--- config.mk ---
export PLATFORM = sky130hd
export DESIGN_NAME = arf_sequencer
export DESIGN_NICKNAME = d
export VERILOG_FILES = /design/src/rtl/arf_sequencer.sv
export SDC_FILE = /design/constraint.sdc
export NUM_CORES = 1
export LEC_CHECK = 0
export BUFFER_PORTS_ARGS = -buffer_cell sky130_fd_sc_hd__buf_2
export CORE_MARGIN = 1
export CORE_UTILIZATION = 40
export DETAILED_ROUTE_END_ITERATION = 8
export PLACE_DENSITY_LB_ADDON = 0.2
export SLEW_MARGIN = 10
export SYNTH_ARGS = -nofsm -noshare
export SYNTH_HDL_FRONTEND = slang
export SYNTH_SLANG_ARGS = --single-unit
export TNS_END_PERCENT = 20
--- constraint.sdc ---
create_clock -name Clock -period 1.6 [get_ports Clock]
set_input_delay 0 -clock Clock [delete_from_list [all_inputs] [get_ports Clock]]
set_output_delay 0 -clock Clock [all_outputs]
set_load 0.05 [all_outputs]
--- src/rtl/arf_sequencer.sv ---
`default_nettype none
// ============================================================================
//  Module   : arf_sequencer
//  Purpose  : Multi-cycle controller for the address register file (PC, AR,
//             SP). Accepts one address operation per cmd_valid/cmd_ready
//             handshake and steps it over 1-3 cycles, driving FunSel, RegSel,
//             OutCSel, OutDSel and the memory read/write strobes.
//  Ports    : Clock, Reset (async, active-high)
//             cmd[2:0], cmd_valid, cmd_ready   - command handshake
//             sp_val[15:0]                     - SP feedback (stack check)
//             FunSel, RegSel, OutCSel, OutDSel - register file controls
//             mem_rd, mem_wr                   - memory strobes
//             busy, done, err                  - status
//  Options  : ARF_SEQ_STACK_CHECK_EN - refuse PUSH/CALL at STACK_LIMIT and
//             POP/RET at STACK_TOP, flagging err. Undefined: err tied to 0.
//  Revision : 1.0 - initial release
// ============================================================================
module arf_sequencer #(
    parameter logic [15:0] STACK_LIMIT = 16'h0000,
    parameter logic [15:0] STACK_TOP   = 16'hFFFF
) (
    input  logic        Clock,
    input  logic        Reset,
    input  logic [2:0]  cmd,
    input  logic        cmd_valid,
    output logic        cmd_ready,
    input  logic [15:0] sp_val,
    output logic [2:0]  FunSel,
    output logic [2:0]  RegSel,
    output logic [1:0]  OutCSel,
    output logic [1:0]  OutDSel,
    output logic        mem_rd,
    output logic        mem_wr,
    output logic        busy,
    output logic        done,
    output logic        err
);

    localparam logic [1:0] c_IDLE = 2'd0;
    localparam logic [1:0] c_S1   = 2'd1;
    localparam logic [1:0] c_S2   = 2'd2;
    localparam logic [1:0] c_S3   = 2'd3;

    localparam logic [2:0] c_OP_FETCH   = 3'b000;
    localparam logic [2:0] c_OP_PUSH    = 3'b001;
    localparam logic [2:0] c_OP_POP     = 3'b010;
    localparam logic [2:0] c_OP_CALL    = 3'b011;
    localparam logic [2:0] c_OP_RET     = 3'b100;
    localparam logic [2:0] c_OP_JUMP    = 3'b101;
    localparam logic [2:0] c_OP_LOAD_AR = 3'b110;

    localparam logic [2:0] c_FS_DEC   = 3'b000;
    localparam logic [2:0] c_FS_INC   = 3'b001;
    localparam logic [2:0] c_FS_LOAD  = 3'b010;
    localparam logic [2:0] c_FS_CLEAR = 3'b011;

    // RegSel enables are active-low: bit2 PC, bit1 AR, bit0 SP
    localparam logic [2:0] c_RS_NONE = 3'b111;
    localparam logic [2:0] c_RS_PC   = 3'b011;
    localparam logic [2:0] c_RS_AR   = 3'b101;
    localparam logic [2:0] c_RS_SP   = 3'b110;
    localparam logic [2:0] c_RS_ALL  = 3'b000;

    localparam logic [1:0] c_SEL_PC = 2'b00;
    localparam logic [1:0] c_SEL_AR = 2'b10;
    localparam logic [1:0] c_SEL_SP = 2'b11;

    logic [1:0] r_state;
    logic [2:0] r_cmd_q;
    logic       w_accept;
    logic       w_done;
    logic [2:0] w_regsel;
    logic [2:0] w_funsel;
    logic [1:0] w_outcsel;
    logic [1:0] w_outdsel;
    logic       w_mem_rd;
    logic       w_mem_wr;

    assign w_accept = cmd_valid & (r_state == c_IDLE);

`ifdef ARF_SEQ_STACK_CHECK_EN
    logic r_refused;
    logic r_err;
    logic w_refuse;

    // Boundary test uses the SP value present at the accepting edge
    assign w_refuse = (((cmd == c_OP_PUSH) || (cmd == c_OP_CALL)) && (sp_val == STACK_LIMIT)) ||
                      (((cmd == c_OP_POP)  || (cmd == c_OP_RET))  && (sp_val == STACK_TOP));

    always_ff @(posedge Clock or posedge Reset) begin
        if (Reset) begin
            r_refused <= 1'b0;
            r_err     <= 1'b0;
        end else if (w_accept) begin
            r_refused <= w_refuse;
            r_err     <= w_refuse;
        end
    end

    assign err = r_err;
`else
    logic w_unused_stack;
    assign w_unused_stack = ^{sp_val, STACK_LIMIT, STACK_TOP};
    assign err = 1'b0;
`endif

    always_ff @(posedge Clock or posedge Reset) begin
        if (Reset) begin
            r_state <= c_IDLE;
            r_cmd_q <= c_OP_FETCH;
        end else if (r_state == c_IDLE) begin
            if (w_accept) begin
                r_state <= c_S1;
                r_cmd_q <= cmd;
            end
        end else if (w_done) begin
            r_state <= c_IDLE;
        end else begin
            r_state <= r_state + 2'd1;
        end
    end

    // Moore decode of {state, opcode}; one register operation per step
    always_comb begin
        w_regsel  = c_RS_NONE;
        w_funsel  = c_FS_DEC;
        w_outcsel = c_SEL_PC;
        w_outdsel = c_SEL_PC;
        w_mem_rd  = 1'b0;
        w_mem_wr  = 1'b0;
        w_done    = 1'b0;
        case (r_state)
            c_S1: begin
                case (r_cmd_q)
                    c_OP_FETCH: begin
                        w_mem_rd = 1'b1;
                    end
                    c_OP_PUSH: begin
                        w_outdsel = c_SEL_SP;
                        w_outcsel = c_SEL_AR;
                        w_mem_wr  = 1'b1;
                    end
                    c_OP_POP, c_OP_RET: begin
                        w_regsel = c_RS_SP;
                        w_funsel = c_FS_INC;
                    end
                    c_OP_CALL: begin
                        w_outdsel = c_SEL_SP;
                        w_outcsel = c_SEL_PC;
                        w_mem_wr  = 1'b1;
                    end
                    c_OP_JUMP: begin
                        w_regsel = c_RS_PC;
                        w_funsel = c_FS_LOAD;
                        w_done   = 1'b1;
                    end
                    c_OP_LOAD_AR: begin
                        w_regsel = c_RS_AR;
                        w_funsel = c_FS_LOAD;
                        w_done   = 1'b1;
                    end
                    default: begin
                        w_regsel = c_RS_ALL;
                        w_funsel = c_FS_CLEAR;
                        w_done   = 1'b1;
                    end
                endcase
            end
            c_S2: begin
                case (r_cmd_q)
                    c_OP_FETCH: begin
                        w_regsel = c_RS_PC;
                        w_funsel = c_FS_INC;
                        w_done   = 1'b1;
                    end
                    c_OP_PUSH: begin
                        w_regsel = c_RS_SP;
                        w_funsel = c_FS_DEC;
                        w_done   = 1'b1;
                    end
                    c_OP_POP: begin
                        w_outdsel = c_SEL_SP;
                        w_mem_rd  = 1'b1;
                        w_done    = 1'b1;
                    end
                    c_OP_CALL: begin
                        w_regsel = c_RS_SP;
                        w_funsel = c_FS_DEC;
                    end
                    c_OP_RET: begin
                        w_outdsel = c_SEL_SP;
                        w_mem_rd  = 1'b1;
                    end
                    default: begin
                        w_done = 1'b1;
                    end
                endcase
            end
            c_S3: begin
                w_regsel = c_RS_PC;
                w_funsel = c_FS_LOAD;
                w_done   = 1'b1;
            end
            default: begin
                w_done = 1'b0;
            end
        endcase
`ifdef ARF_SEQ_STACK_CHECK_EN
        // A refused command spends one idle-output step just to report done/err
        if (r_refused && (r_state != c_IDLE)) begin
            w_regsel  = c_RS_NONE;
            w_funsel  = c_FS_DEC;
            w_outcsel = c_SEL_PC;
            w_outdsel = c_SEL_PC;
            w_mem_rd  = 1'b0;
            w_mem_wr  = 1'b0;
            w_done    = 1'b1;
        end
`endif
    end

    assign RegSel    = w_regsel;
    assign FunSel    = w_funsel;
    assign OutCSel   = w_outcsel;
    assign OutDSel   = w_outdsel;
    assign mem_rd    = w_mem_rd;
    assign mem_wr    = w_mem_wr;
    assign done      = w_done;
    assign cmd_ready = (r_state == c_IDLE);
    assign busy      = (r_state != c_IDLE);

endmodule
`default_nettype wire

== Word-level counts from Yosys, hierarchy flattened ==
Cells that the tools add are included.
Word-level totals
  output and inout port bits: 16
  memories kept: 0
  word-level logic and storage cells: 46
  latch bits: 0
  bits of input ports: 22
  bits in registers: 5
  bits in writable memories: 0
  ROM bits: 0
Cells by class
  order comparisons: 0
  add/sub/neg operators: 1
  shift operators: 0
  reductions and logical operators: 10
  equal/unequal tests: 10
  div/mod/pow operators: 0
  multiply operators: 0
  bitwise logic cells: 1
  mux-type cells: 22
Operator list (count)
  $mux 2: 7
  $pmux 2 s3: 2
  $pmux 3 s4: 1
  $eq 3x3->1 const B: 3
  $pmux 3 s3: 1
  $reduce_or 2->1: 4
  $mux 1: 7
  $eq 3x2->1 const B: 2
  $pmux 3 s2: 1
  $reduce_or 5->1: 1
  $eq 2x2->1 const B: 2
  $pmux 2 s2: 1
  $eq 3x1->1 const B: 1
  $logic_not 3->1: 1
  $pmux 1 s3: 1
  $reduce_or 3->1: 1
  $add 2x1->2 const B: 1
  $eq 2x1->1 const B: 1
  $logic_not 2->1: 1
  $ne 2x1->1 const B: 1
  $pmux 1 s2: 1
  $reduce_and 2->1: 1
  $reduce_bool 2->1: 1
  $and 1x1->1: 1

== Logic depth before layout (Yosys ltp) ==
Gate-level depths: netlist of run 1.
  depth after elaboration: 6
  depth in mapped cells: 7
  depth with buffers taken out: 5

== Worst setup path after synthesis of run 1 ==
No wires, ideal clock.
  path type: reg2out
  start point: reg r_state[1]
  end point: out mem_rd
  arrival: 2163 ps
  cell stages (with the launch flop): 7
  data required time: 1600 ps
  buffers on the path: 1
  slack: -563 ps
  cells stage by stage: dfrtp_1 -> inv_1 -> ha_1 -> buf_2 -> inv_1 -> o211a_1 -> a2111oi_2
On the way
  cells in the longest elaborated chain, start to end: 2
  elaborated cells between the ends (all ways): 3
  those cells by class: eq/ne (2); mux (1)
RTL lines
  start, declared: line 68  | logic [1:0] r_state;
  start signal, assigned: line 109  | r_state <= c_IDLE;
  start signal, assigned: line 113  | r_state <= c_S1;
  start signal, assigned: line 117  | r_state <= c_IDLE;
  $eq 2x2->1 or $eq 2x1->1 (tied branches): line 132  | case (r_state)
  $pmux 1 s2 *: line 132
  end, declared: line 32  | output logic mem_rd,
Mark *: on every way between the ends. The rest lies on a longest branch, timed or not.

== Worst setup path in the final report of run 1 ==
  start point: reg r_state[1]
  end point: out FunSel[0]
On the way
  cells in the longest elaborated chain, start to end: 2
  elaborated cells between the ends (all ways): 4
  those cells by class: eq/ne (3); mux (1)
RTL lines
  $eq 2x2->1 or $eq 2x1->1 (tied branches): line 132
  $pmux 2 s3 *: line 132
  end, declared: line 28  | output logic [2:0] FunSel,
Marks and branches as above.

==> results.ini, run 1 <==
[global_route]
grt_use_total_pct=27.0
antenna_found_initial=0
grt_pass1_wl_um=2660
gr-total-overflow=0
grt_max_degree=13
grt_pass1_vias=608

[place]
gp_congestion=0.764
dpl.hpwl_um=1030
place_area_um2=762
port_buffers=18

[floorplanning]
fp.dieW_um=39.9
start_util_pct=43.5
floorplan.die_area_mm2=0.00159
rows=13
ios=38
die_y_um=39.9
core_area_mm2=0.00132

[route]
met3_length_um=60
vias=668
vias_per_cell=5.22
wl_per_cell_um=14.3
firstDrtPassIters=4
routed_wl_um=1830
ant_nets=0
met2WireLength_um=1030
met1_length_um=716
routed.top_layer=met4
drt_iter0_markers=5
drc=0

[finish]
final_common_cell=buf_4
area_growth_pct=83.4
nets=140
antenna_cells=0
drive_above_1_share_pct=61.1
fin_area_mm2=0.00105
fin_util_pct=79.8
most-common-layout-cells=buf_4, nand2_1, buf_2, buf_6

[cts]
cts.clk_slew.worst_paths_ns=0.05
htreeDepth=1
clockBufferDepth=2
clock_latency_ns=0.26
ctsRootBufferMaster=clkbuf_4
cts-buffers-inserted=3
clock_sinks=5
cts_tree=done

[flow_run]
maxCapViolCount=0

[logic_synthesis]
ys_seq_area_share_pct=21.8
syn_inst=71
synth_area_um2=573
yosysUniqueCellTypes=31
synth-seq-cells=5
yosysWarnings=0
avgSynthCellArea_um2=8.07

[sta]
finalHoldViolations=0
fin_setup_tns_ns=-0.881
setup_ws_ns=-0.127
rsz0062_at_grt=true
fin_crit_sh_pct=108
slew_viol_final=0
setup_violations=10
clock_skew_ns=0.0112
period_minus_slack_ns=1.73
fmax_ghz=0.579

[worst_setup_path]
crit_arrival_ns=1.73
setup.worst_path.end_class=output pin
cp-start-kind=register
r2r-end=r_state[1]
crit_type=register to output pin
crit_required_ns=1.60
crit_fanout=5
r2r_slack_ns=-0.07
r2r_cells=8
r2r_start=r_state[0]

[outcome]
violations=negative setup slack
status=finished, violations left

[min_path]
min_path_type=input pin to async pin

what timing repair did:
item | 4_1_cts | 5_1_grt
setup endpoints to repair | 11 | 12
endpoints found under the hold margin | 9 | 0
gates cloned | 0 | 0
setup buffers | 7 | 1
hold buffers | 5 | 0
pin swaps | 10 | 6
gates resized for setup | 33 | 10
layer usage:
metal,up-vias,track usage [%]
li1,321,-
met1,324,28.7
met2,19,49.6
met3,4,6.82
met4,0,10.3
met5,-,0
Yosys cell counts (all sizes together):
master | number | area share [%]
buf | 9 | 12
nand2 | 9 | 5.9
inv | 8 | 5.2
a21oi | 5 | 4.4
dfrtp | 5 | 22
ha | 4 | 8.7
nor3 | 4 | 3.5
mux2 | 3 | 5.9
nand2b | 2 | 2.2
nor2 | 2 | 1.3
nor4 | 2 | 2.2
o21ai | 2 | 1.7
a2111oi | 1 | 2.6
a211o | 1 | 1.5
a21bo | 1 | 1.7
a221o | 1 | 1.7
a311oi | 1 | 2.6
and2 | 1 | 1.1
conb | 1 | 0.65
nand3 | 1 | 0.87
nand3b | 1 | 1.3
nor4b | 1 | 2.6
o211a | 1 | 1.7
o211ai | 1 | 1.3
o21a | 1 | 1.3
o31ai | 1 | 1.3
o32ai | 1 | 1.5
xnor2 | 1 | 1.5
sequential cells by signal, indices dropped and copies added (netlist names):
name	cells
r_cmd_q	3
r_state	2
final cells by class:
type,count,area [µm²]
clock buffer,4,26.3
fill,89,267
inverter,8,30.0
multi-input combinational,51,478
sequential,5,129
tap,15,18.8
timing repair buffer,45,369
how the worst max path moves through the flow:
stage | startpoint | endpoint | slack (ns) | cells after the start
detailed placement | r_state[0] | done | -0.03 | 6
global route | r_state[1] | done | -0.20 | 6
CTS | r_state[1] | FunSel[0] | -0.11 | 7
finish | r_state[1] | FunSel[0] | -0.13 | 7
floorplan | r_state[0] | FunSel[0] | -0.29 | 5
global placement | r_state[0] | FunSel[0] | 0.006 | 7
critical path, stage by stage, from the launching register on:
cell	delay (ns)
dfrtp_1	0.42
buf_6	0.13
ha_4	0.15
buf_6	0.10
nand2b_4	0.06
a211o_1	0.30
a21oi_2	0.14
buf_6	0.17
logic make-up after synthesis:
group           count (synthesis)  share of synthesized area (%)
compound gates                 17                           23.6
xor+xnor                        1                           1.53
other cells                     1                          0.654
flops                           5                           21.8
mux                             3                           5.89
simple gates                   23                           21.0
buf+inv                        17                           16.8
fa+ha+maj                       4                           8.73
per-stage QoR:
step / setup WS, ns / hold WS [ns] / instances
6_report: -0.127 / 0.171 / 128
3_3_place_gp: 0.00612 / -0.100 / 111
4_1_cts: -0.111 / 0.187 / 127
3_5_place_dp: -0.0336 / -0.0994 / 111
2_1_floorplan: -0.290 / -0.221 / 73
5_1_grt: -0.200 / 0.220 / 128
Power of run 1 is left out: the tool's default activity adds up to more than one toggle a clock period on the data nets, which glitch-free logic cannot reach.
==> inputs of run 2 (changes only) <==
--- a/config.mk
+++ b/config.mk
@@ -6,10 +6,9 @@
 export NUM_CORES = 1
 export LEC_CHECK = 0
 export BUFFER_PORTS_ARGS = -buffer_cell sky130_fd_sc_hd__buf_2
-export CORE_MARGIN = 1
 export CORE_UTILIZATION = 40
 export DETAILED_ROUTE_END_ITERATION = 8
-export PLACE_DENSITY_LB_ADDON = 0.2
+export PLACE_DENSITY = 0.83
 export SLEW_MARGIN = 10
 export SYNTH_ARGS = -nofsm -noshare
 export SYNTH_HDL_FRONTEND = slang
==> results.ini, run 2 (synthesis gave the netlist of run 1 again) <==
[outcome]
status=finished, violations left
violations=negative setup slack

[cts]
htreeDepth=1  ; unchanged
clock_sinks=5  ; unchanged
clockBufferDepth=2  ; unchanged
cts-buffers-inserted=3  ; unchanged
ctsRootBufferMaster=clkbuf_4
cts_tree=done
cts.clk_slew.worst_paths_ns=0.04  ; about the same
clock_latency_ns=0.24  ; -0.02 ns

[sta]
period_minus_slack_ns=1.69  ; -0.0323 ns
setup_ws_ns=-0.0943  ; +0.0323 ns
clock_skew_ns=0.000679  ; -0.0106 ns
fmax_ghz=0.590  ; +1.9%
setup_violations=8  ; -2
slew_viol_final=0  ; unchanged
fin_crit_sh_pct=106  ; -2.0 points
rsz0062_at_grt=true
fin_setup_tns_ns=-0.411  ; +0.469 ns
finalHoldViolations=0  ; unchanged

[finish]
regMostFlops=r_cmd_q
area_growth_pct=76.2
drive_above_1_share_pct=60.7  ; -0.31 points
nets=134  ; -4.3%
largest_reg_flops=3  ; unchanged
most-common-layout-cells=buf_4, buf_2, nand2_1
antenna_cells=0  ; unchanged
fin_util_pct=76.6  ; -3.1 points
reg.largest.list=r_cmd_q (3), r_state (2)
final_common_cell=buf_4

[floorplanning]
die_y_um=39.9  ; unchanged
core_area_mm2=0.00132  ; unchanged
rows=13  ; unchanged
fp.dieW_um=39.9  ; unchanged
start_util_pct=43.5  ; unchanged
floorplan.die_area_mm2=0.00159  ; unchanged
ios=38  ; unchanged

[global_route]
antenna_found_initial=0  ; unchanged
grt_max_degree=15  ; +2
grt_pass1_vias=576  ; -5.3%
grt_pass1_wl_um=2390  ; -10%
gr-total-overflow=0  ; unchanged
grt_use_total_pct=23.2  ; -3.8 points

[min_path]
min_path_type=input pin to async pin

[route]
routed.top_layer=met4
met2WireLength_um=942  ; -8.7%
ant_nets=0  ; unchanged
vias=630  ; -5.7%
wl_per_cell_um=13.2  ; -7.6%
met1_length_um=626  ; -13%
firstDrtPassIters=4  ; unchanged
vias_per_cell=5.16  ; -1.1%
drt_iter0_markers=8  ; +3
drc=0  ; unchanged
met3_length_um=31  ; -48%
routed_wl_um=1610  ; -12%

[worst_setup_path]
r2r_slack_ns=-0.07  ; about the same
crit_arrival_ns=1.69  ; -0.04 ns
slowest_stage=dfrtp_2
crit_type=register to output pin
r2r-end=r_state[1]
crit_required_ns=1.60  ; about the same
r2r_start=r_state[1]
crit_fanout=3  ; -2
worstPathCellList=inv_2 -> buf_4 -> ha_4 -> inv_4 -> a2111oi_4 -> buf_6
cp-start-kind=register
r2r_cells=7  ; -1
setup.worst_path.end_class=output pin
slowest_delay_ns=0.41  ; about the same

[flow_run]
maxCapViolCount=0  ; unchanged

[place]
dpl.hpwl_um=962  ; -6.3%
gp_congestion=0.758  ; -0.81%
port_buffers=18  ; unchanged

## run 2: worst max path at each step
stage	slack, ns	end	startpoint	cells past startpoint
floorplan	-0.29	FunSel[0]	r_state[0]	5
global route	-0.20	done	r_state[0]	6
finish	-0.09	mem_rd	r_state[1]	6
detailed placement	-0.04	done	r_state[0]	6
CTS	-0.09	r_state[1]	r_state[1]	7
global placement	0.01	r_state[1]	r_state[1]	7
## run 2: final cells by class
type	count	area [µm²]
inverter	8	32.5
tap	15	18.8
multi-input combinational	51	495
timing repair buffer	39	307
fill	90	308
sequential	5	130
clock buffer	4	26.3
## run 2: timing repair
item,CTS,global route
setup endpoints to repair,10,11
buffers inserted,4,0
endpoints found under the hold margin,9,0
pin swaps,6,6
gates resized for setup,31,11
hold buffers,5,0
## run 2: worst max-delay path, delay by kind of cell (launching register included)
family | cells | cell delay, ns
buf+inv | 4 | 0.46
flops | 1 | 0.41
compound gates | 1 | 0.31
fa+ha+maj | 1 | 0.27
## run 2: through the flow
stage	instances	hold WS, ns	area (µm²)	setup slack (ns)
CTS	122	0.189	972	-0.0908
global route	122	0.207	1010	-0.199
detailed placement	109	-0.101	747	-0.0373
floorplan	73	-0.221	614	-0.290
global placement	109	-0.104	747	0.0101
finish	122	0.211	1010	-0.0943
## run 2: metal layers
layer,track usage [%],up-vias
met5,0,-
li1,-,312
met2,43.9,18
met4,12.9,0
met3,4.55,2
met1,22.9,298
Power of run 2 is left out for the same reason.
==> inputs of run 3 (changes only) <==
--- a/config.mk
+++ b/config.mk
@@ -8,7 +8,8 @@
 export BUFFER_PORTS_ARGS = -buffer_cell sky130_fd_sc_hd__buf_2
 export CORE_UTILIZATION = 40
 export DETAILED_ROUTE_END_ITERATION = 8
-export PLACE_DENSITY = 0.83
+export MAX_ROUTING_LAYER = met4
+export PLACE_DENSITY_LB_ADDON = 0.2
 export SLEW_MARGIN = 10
 export SYNTH_ARGS = -nofsm -noshare
 export SYNTH_HDL_FRONTEND = slang
==> results.ini, run 3 (synthesis gave the netlist of run 1 again) <==
[worst_setup_path]
cp-start-kind=register
critPathTopFamily=compound AO/OA/AOI/OAI gates
cp_common_cell=buf_6
setup.worst_path.end_class=output pin
r2r_slack_ns=-0.07  ; about the same
worstPathCellList=buf_6 -> ha_4 -> buf_6 -> nand2b_4 -> a211o_1 -> a21oi_2 -> buf_6
crit_type=register to output pin
cp.buffers_inverters=3  ; -1
slowest_delay_ns=0.41  ; about the same
slowest_stage=dfrtp_1
crit_fanout=5  ; +2
crit_required_ns=1.60  ; about the same
crit_arrival_ns=1.72  ; +0.03 ns

[route]
drt_iter0_markers=11  ; +3
firstDrtPassIters=4  ; unchanged
routed_wl_um=1850  ; +15%
ant_nets=0  ; unchanged
vias_per_cell=5.13  ; -0.60%
vias=657  ; +4.3%
wl_per_cell_um=14.5  ; +9.4%
drc=0  ; unchanged

[floorplanning]
rows=13  ; unchanged
start_util_pct=43.5  ; unchanged
core_area_mm2=0.00132  ; unchanged
floorplan.die_area_mm2=0.00159  ; unchanged
die_y_um=39.9  ; unchanged
ios=38  ; unchanged
fp.dieW_um=39.9  ; unchanged

[sta]
period_minus_slack_ns=1.72  ; +0.0261 ns
rsz0062_at_grt=true
fin_crit_sh_pct=108  ; +1.6 points
clock_skew_ns=0.0117  ; +0.0110 ns
setup_ws_ns=-0.120  ; -0.0261 ns
fmax_ghz=0.581  ; -1.5%
setup_violations=10  ; +2
finalHoldViolations=0  ; unchanged
slew_viol_final=0  ; unchanged

[finish]
final_cells=128  ; +4.9%
drive_above_1_share_pct=61.1  ; +0.31 points
most-common-layout-cells=buf_4, nand2_1, buf_2, buf_6
antenna_cells=0  ; unchanged
final_common_cell=buf_4
nFillCells=89  ; -1.1%
area_growth_pct=83.4
largest_reg_flops=3  ; unchanged
nets=140  ; +4.5%
reg.largest.list=r_cmd_q (3), r_state (2)
regMostFlops=r_cmd_q

[cts]
cts.clk_slew.worst_paths_ns=0.05  ; about the same
cts_tree=done
clock_latency_ns=0.25  ; about the same
htreeDepth=1  ; unchanged
ctsRootBufferMaster=clkbuf_4
cts-buffers-inserted=3  ; unchanged
clockBufferDepth=2  ; unchanged
clock_sinks=5  ; unchanged

[place]
place_inst=111  ; +1.8%
port_buffers=18  ; unchanged
dpl.hpwl_um=1030  ; +6.8%
pre_cts_ws_ns=-0.0336  ; +0.00369 ns
gp_congestion=0.774  ; +2.2%

[outcome]
violations=negative setup slack
status=finished, violations left

[global_route]
grt_pass1_wl_um=2660  ; +11%
grt_use_total_pct=27.6  ; +4.4 points
gr-total-overflow=0  ; unchanged
grt_max_degree=13  ; -2
grt_pass1_vias=608  ; +5.6%
antenna_found_initial=0  ; unchanged

[flow_run]
maxCapViolCount=0  ; unchanged

[min_path]
min_path_type=input pin to async pin

## run 3: tightest hold or removal path, delay by kind of cell
kind / cells / cell delay, ns
buffers and inverters: 3 / 0.79
## run 3: path summary, 6_finish.rpt
path / to / start / depth (start not counted)
worst min register to register: r_state[0] / r_state[0] / 2
worst max-delay path: FunSel[0] / r_state[1] / 7
worst max register to register: r_state[1] / r_state[0] / 8
worst min-delay path: r_cmd_q[2] / Reset / 3
min in group Clock: r_state[1] / cmd_valid / 3
max in group asynchronous: r_cmd_q[0] / Reset / 3
## run 3: final cells by class
class / count / area [µm²] / area share (%)
inverters: 8 / 30.0 / 2.86
repair buffers: 45 / 369 / 35.1
well taps: 15 / 18.8 / 1.79
clock buffers: 4 / 26.3 / 2.50
flip-flops and latches: 5 / 129 / 12.3
multi-input cells: 51 / 478 / 45.5
## run 3: routing by layer
layer  GRT usage (%)  share of wire, %  wire length, µm  up-vias
met2            49.6                56             1040       18
met4            10.3              0.65               12        0
met3            6.82               3.6               66        2
met5               -                 0                0        -
li1                -                 -                -      321
met1            28.7                40              733      316
## run 3: through the flow
stage	hold slack, ns	cell area [µm²]	utilization [%]	TNS, ns
finish	0.173	1050	79.8	-0.848
global route	0.220	1050	79.8	-1.67
CTS	0.187	1020	77.3	-0.741
detailed placement	-0.0994	762	57.8	-0.0843
global placement	-0.100	762	57.8	0
floorplan	-0.221	614	-	-1.92
## run 3: repair_timing
item	in CTS	in global routing
hold buffers	5	0
pin swaps	10	6
setup endpoints to repair	11	12
setup buffers	7	1
endpoints found under the hold margin	9	0
gates resized for setup	33	10
Power of run 3 is left out for the same reason.
